[config.mk]
export PLATFORM = sky130hd
export DESIGN_NAME = ifetch_queue
export DESIGN_NICKNAME = d
export VERILOG_FILES = /design/src/rtl/ifq_pkg.sv /design/src/rtl/ifq_store.sv /design/src/rtl/ifetch_queue.sv
export SDC_FILE = /design/constraint.sdc
export NUM_CORES = 1
export LEC_CHECK = 0
export BUFFER_PORTS_ARGS = -buffer_cell sky130_fd_sc_hd__buf_2
export CORE_AREA = 2 2 166 168
export CTS_BUF_LIST = sky130_fd_sc_hd__clkbuf_4 sky130_fd_sc_hd__clkbuf_8
export DETAILED_ROUTE_END_ITERATION = 10
export DIE_AREA = 0 0 168 170
export GPL_ROUTABILITY_DRIVEN = 0
export PLACE_DENSITY = 0.55
export SLEW_MARGIN = 0
export SYNTH_ARGS = -nofsm -noshare
export SYNTH_HDL_FRONTEND = slang
export SYNTH_SLANG_ARGS = --single-unit
[constraint.sdc]
create_clock -name i_clk -period 2.7 [get_ports i_clk]
set_input_delay 0.27 -clock i_clk [delete_from_list [all_inputs] [get_ports i_clk]]
set_output_delay 0.27 -clock i_clk [all_outputs]
set_load 0.03 [all_outputs]
[src/rtl/ifq_pkg.sv]
// Shared constants and helpers for the instruction prefetch queue.
// Optional build macro used by the queue: IFQ_BYPASS_EN.
package ifq_pkg;

  localparam int IFQ_IWIDTH = 24;
  localparam int IFQ_AWIDTH = 24;

  function automatic int clog2(input int value);
    int r;
    r = 0;
    for (int i = 0; i < 32; i++) begin
      if ((1 << r) < value) r = r + 1;
    end
    return r;
  endfunction

endpackage

[src/rtl/ifq_store.sv]
// Queue storage: DEPTH entries of {pc, instr}, one write port, asynchronous head read.
module ifq_store #(
  parameter int WIDTH = 48,
  parameter int DEPTH = 4,
  parameter int PTRW  = 2
) (
  input  logic             i_clk,
  input  logic             i_we,
  input  logic [PTRW-1:0]  i_waddr,
  input  logic [WIDTH-1:0] i_wdata,
  input  logic [PTRW-1:0]  i_raddr,
  output logic [WIDTH-1:0] o_rdata
);

  logic [WIDTH-1:0] mem_q [DEPTH];

  // No reset on the array: occupancy is tracked by the control logic.
  always_ff @(posedge i_clk) begin
    if (i_we) mem_q[i_waddr] <= i_wdata;
  end

  assign o_rdata = mem_q[i_raddr];

endmodule

[src/rtl/ifetch_queue.sv]
// Instruction prefetch queue between 1-cycle-latency instruction memory and decode.
// Define IFQ_BYPASS_EN to forward a response straight to decode when the queue is empty.
module ifetch_queue
  import ifq_pkg::*;
#(
  parameter int IWIDTH   = IFQ_IWIDTH,
  parameter int AWIDTH   = IFQ_AWIDTH,
  parameter int DEPTH    = 4,
  parameter int RESET_PC = 0
) (
  input  logic              i_clk,
  input  logic              i_rstb,
  input  logic              i_clk_en,
  output logic [AWIDTH-1:0] o_iaddr,
  output logic              o_ireq,
  input  logic [IWIDTH-1:0] i_instr,
  input  logic              i_flush,
  input  logic [AWIDTH-1:0] i_flush_addr,
  output logic              o_valid,
  output logic [IWIDTH-1:0] o_instr,
  output logic [AWIDTH-1:0] o_pc,
  input  logic              i_ready
);

  localparam int PTRW = clog2(DEPTH);
  localparam int CNTW = PTRW + 1;
  localparam logic [CNTW:0] DEPTH_V = (CNTW + 1)'(DEPTH);

  logic [AWIDTH-1:0] pc_q, pc_d;
  logic [AWIDTH-1:0] req_pc_q, req_pc_d;
  logic [CNTW-1:0]   count_q, count_d;
  logic [PTRW-1:0]   rd_ptr_q, rd_ptr_d;
  logic [PTRW-1:0]   wr_ptr_q, wr_ptr_d;
  logic              inflight_q, inflight_d;

  logic [IWIDTH-1:0] st_instr;
  logic [AWIDTH-1:0] st_pc;
  logic              resp, empty, bypass, pop, pop_store, push, issue;
  logic [CNTW:0]     occ;

  ifq_store #(
    .WIDTH (AWIDTH + IWIDTH),
    .DEPTH (DEPTH),
    .PTRW  (PTRW)
  ) u_store (
    .i_clk   (i_clk),
    .i_we    (push),
    .i_waddr (wr_ptr_q),
    .i_wdata ({req_pc_q, i_instr}),
    .i_raddr (rd_ptr_q),
    .o_rdata ({st_pc, st_instr})
  );

  always_comb begin
    resp  = inflight_q & ~i_flush;
    empty = (count_q == '0);
`ifdef IFQ_BYPASS_EN
    bypass = resp & empty;
`else
    bypass = 1'b0;
`endif
    o_valid = i_rstb & (~empty | bypass);
    o_instr = bypass ? i_instr : st_instr;
    o_pc    = bypass ? req_pc_q : st_pc;
    o_iaddr = pc_q;

    pop       = o_valid & i_ready & i_clk_en & ~i_flush;
    pop_store = pop & ~empty;
    // A bypassed response taken by decode this cycle never touches storage.
    push      = resp & i_clk_en & ~(bypass & pop);

    occ    = (CNTW + 1)'(count_q) + (CNTW + 1)'(inflight_q) - (CNTW + 1)'(pop);
    o_ireq = i_rstb & ~i_flush & (occ < DEPTH_V);
    issue  = o_ireq & i_clk_en;

    pc_d       = pc_q;
    req_pc_d   = req_pc_q;
    count_d    = count_q;
    rd_ptr_d   = rd_ptr_q;
    wr_ptr_d   = wr_ptr_q;
    inflight_d = inflight_q;

    if (i_clk_en) begin
      if (i_flush) begin
        pc_d       = i_flush_addr;
        count_d    = '0;
        rd_ptr_d   = '0;
        wr_ptr_d   = '0;
        inflight_d = 1'b0;
      end else begin
        if (issue) begin
          pc_d     = pc_q + AWIDTH'(1);
          req_pc_d = pc_q;
        end
        inflight_d = issue;
        if (push)      wr_ptr_d = wr_ptr_q + PTRW'(1);
        if (pop_store) rd_ptr_d = rd_ptr_q + PTRW'(1);
        count_d = count_q + CNTW'(push) - CNTW'(pop_store);
      end
    end
  end

  always_ff @(posedge i_clk) begin
    if (!i_rstb) begin
      pc_q       <= AWIDTH'(RESET_PC);
      req_pc_q   <= '0;
      count_q    <= '0;
      rd_ptr_q   <= '0;
      wr_ptr_q   <= '0;
      inflight_q <= 1'b0;
    end else begin
      pc_q       <= pc_d;
      req_pc_q   <= req_pc_d;
      count_q    <= count_d;
      rd_ptr_q   <= rd_ptr_d;
      wr_ptr_q   <= wr_ptr_d;
      inflight_q <= inflight_d;
    end
  end

endmodule

==> flow_summary.json <==
{
  "ys_top_cells_by_area": "edfxtp_1 (57%), dfxtp_1 (12%), mux4_2 (11%)",
  "avgViaCountPerCell": 5.20,
  "synthSimpleGateAreaFrac_pct": 6.51,
  "die_w_um": 168,
  "yosys-mux-area-fraction_pct": 13.6,
  "cts_buffers": 42,
  "vias": 6113,
  "drt_iter0_drc": 448,
  "root_buffer": "clkbuf_8",
  "grt_max_degree": 50,
  "tns_ns": -0.313,
  "clk_pin_slew_ns": 0.06,
  "synthesis.nets": 670,
  "drive_gt1_share_pct": 39.5,
  "arrival_ns": 2.56,
  "diodes": 0,
  "cts.sinks": 250,
  "cts_tree": "done",
  "worstSkewPairLatency_ns": 0.52,
  "outcome": "finished with violations",
  "power.leakage_nw": 4.47,
  "hold_violations": 0,
  "num_rows": 60,
  "ys.warnings.count": 0,
  "syn_area_um2": 10000,
  "mostFrequentLayoutCells": "edfxtp_1 (192), buf_2 (125), nor2_1 (54)",
  "grt_pass1_vias": 6270,
  "synth_edf_count": 192,
  "worst_pin_slew_ns": 0.762,
  "violations": "setup timing",
  "syn_to_final_growth_pct": 25.0,
  "synth_compound_area_share_pct": 7.14,
  "min_path_cells": 3,
  "grt_antenna_before_repair": 0,
  "r2r_cells": 15,
  "die_y_um": 170,
  "drv_cap": 0,
  "dieArea_um2": 28600,
  "synth_cells": 606,
  "antenna_left": 0,
  "wl_per_cell_um": 19.6,
  "peakVddDrop_uv": 289,
  "r2r_start": "count_q[0]",
  "synth_top_family_by_area": "multiplexers",
  "startpoint": "count_q[2]",
  "ios": 127,
  "synth_xor_area_share_pct": 0.0873,
  "cts_buffer_depth": 3,
  "cp-start-kind": "register",
  "fin_crit_sh_pct": 105,
  "yosysTopAreaCell": "edfxtp_1",
  "finalSetupViolations": 9,
  "track_usage_pct": 16.2,
  "overflow": 0,
  "holdCritStartpoint": "i_flush_addr[13]",
  "layout_commonest_cell": "edfxtp_1",
  "dp_hpwl_mm": 14.6,
  "pre_cts_slack_ns": -0.105,
  "avgSynthCellArea_um2": 16.6,
  "async_flop_share_pct": 0,
  "r2r_slack_ns": -0.05,
  "fin_skew_ns": 0.0127,
  "min_period_ns": 2.83,
  "ys_ff_latch": 250,
  "r2r_end": "o_iaddr[17]",
  "rsz0062_at_grt": "true",
  "crit_fanout": 4,
  "ys.flop_type": "edfxtp_1",
  "p_total_mw": 7.80,
  "cellPowerDensity_nw_per_um2": 622,
  "coreArea_um2": 26700,
  "cts_max_level": 2,
  "drc": 0,
  "dr.pass1.iters": 5,
  "min_to": "o_iaddr[13]",
  "crit_path_end_kind": "output pin",
  "slew_violations": 0,
  "ys_types": 66,
  "fillers": 2296,
  "yosysTopAreaCellShare_pct": 57.4,
  "synth_fa_ha_area_share_pct": 1.45,
  "slew_headroom_pct": 49.1,
  "grt_pass1_wl_mm": 35.6,
  "fmax_mhz": 353,
  "cp.required_ns": 2.43,
  "seq_area_frac_synth_pct": 69.0,
  "wl_mm": 23.1,
  "numPortBuffers": 126,
  "start_util_pct": 37.7,
  "setup_slack_ns": -0.130,
  "path_class": "register to output pin",
  "hold_class": "primary input to register",
  "nNetsFinal": 870
}
[power breakdown]
group	switching, mW	internal (mW)	total [mW]
registers	0.0488	4.15	4.20
logic	0.223	0.157	0.380
clock network	1.40	1.82	3.22
[worst max-delay path: stages, from the launching register on]
cell     delay (ns)
dfxtp_2        0.33
nor3_4         0.23
nor3b_2        0.08
and2_1         0.15
ha_2           0.17
inv_2          0.06
ha_4           0.19
and3b_4        0.19
or2_4          0.23
o211a_1        0.26
buf_6          0.15
[synthesized netlist by cell type (2+ instances only)]
cell	count
edfxtp_1	192
dfxtp_1	58
nor2_1	54
mux4_2	48
mux2i_1	26
a21oi_1	22
nand2_1	21
clkbuf_1	16
inv_1	13
ha_1	10
o21ai_0	10
buf_2	9
nor3_1	8
nand3_1	7
a31oi_1	6
nand4_1	6
a22oi_1	5
and3_1	5
o211a_1	5
o211ai_1	5
a21o_2	4
a21oi_2	4
a41oi_1	4
buf_6	4
o21ai_2	4
and2_1	3
buf_1	3
nor4_1	3
o221a_2	3
o31ai_1	3
a32oi_1	2
mux2_2	2
nand4bb_1	2
nor3b_1	2
nor4_2	2
o2111ai_1	2
o21ai_1	2
or2_2	2
or3_1	2
[cell type report]
type	count	area [um2]	share of cell area (%)
tap	341	427	3.40
sequential	250	6940	55.3
timing repair buffer	189	1330	10.6
multi-input combinational	309	2990	23.8
clock buffer	60	726	5.78
inverter	14	52.6	0.419
clock inverter	13	85.1	0.678
[routing by layer]
metal	routed length (um)	GRT usage, %
met1	10500	22.0
met4	294	4.20
met5	0	0
met3	1260	3.40
met2	11100	26.5
[repair_timing]
item | 4_1_cts | 5_1_grt
gates cloned | 0 | 1
gates resized for setup | 15 | 19
hold buffers | 24 | 0
pin swaps | 6 | 13
setup endpoints to repair | 14 | 15
buffers inserted | 2 | 5
hold endpoints to repair | 96 | 0
[cell families (layout without fill, tap and decap cells)]
logic type	Yosys count	in the layout
AOI/OAI and AO/OA	94	94
adders and majority gates	11	11
DFF	250	250
and+or+nand+nor	127	127
xor gates and xnor gates	1	1
buffers and inverters	47	276
muxes	76	76
[sequential cells by signal (all words and copies together), names as in the netlist, named ones only]
signal         count
rd_ptr_q           2
o_iaddr           24
wr_ptr_q           2
inflight_q         1
u_store.mem_q    192
count_q            3
req_pc_q          24
[worst max-delay path by stage]
stage | to | slack [ns] | depth (start not counted)
finish | o_ireq | -0.13 | 10
global route | o_ireq | -0.22 | 10
CTS | o_ireq | -0.16 | 10
detailed placement | o_iaddr[0] | -0.11 | 12
global placement | o_iaddr[0] | 0.02 | 12
floorplan | o_iaddr[18] | 0.01 | 12
[through the flow]
stage | instance area, um2 | instances | hold WS (ns) | util [%]
finish | 12500 | 1176 | 0.0504 | 47.1
global route | 12500 | 1176 | 0.0472 | 47.1
CTS | 12400 | 1170 | 0.0223 | 46.6
detailed placement | 11300 | 1071 | 0.490 | 42.4
global placement | 11300 | 1071 | 0.476 | 42.4
floorplan | 10000 | 606 | 0.369 | -
(Power assumes the default switching activity.)
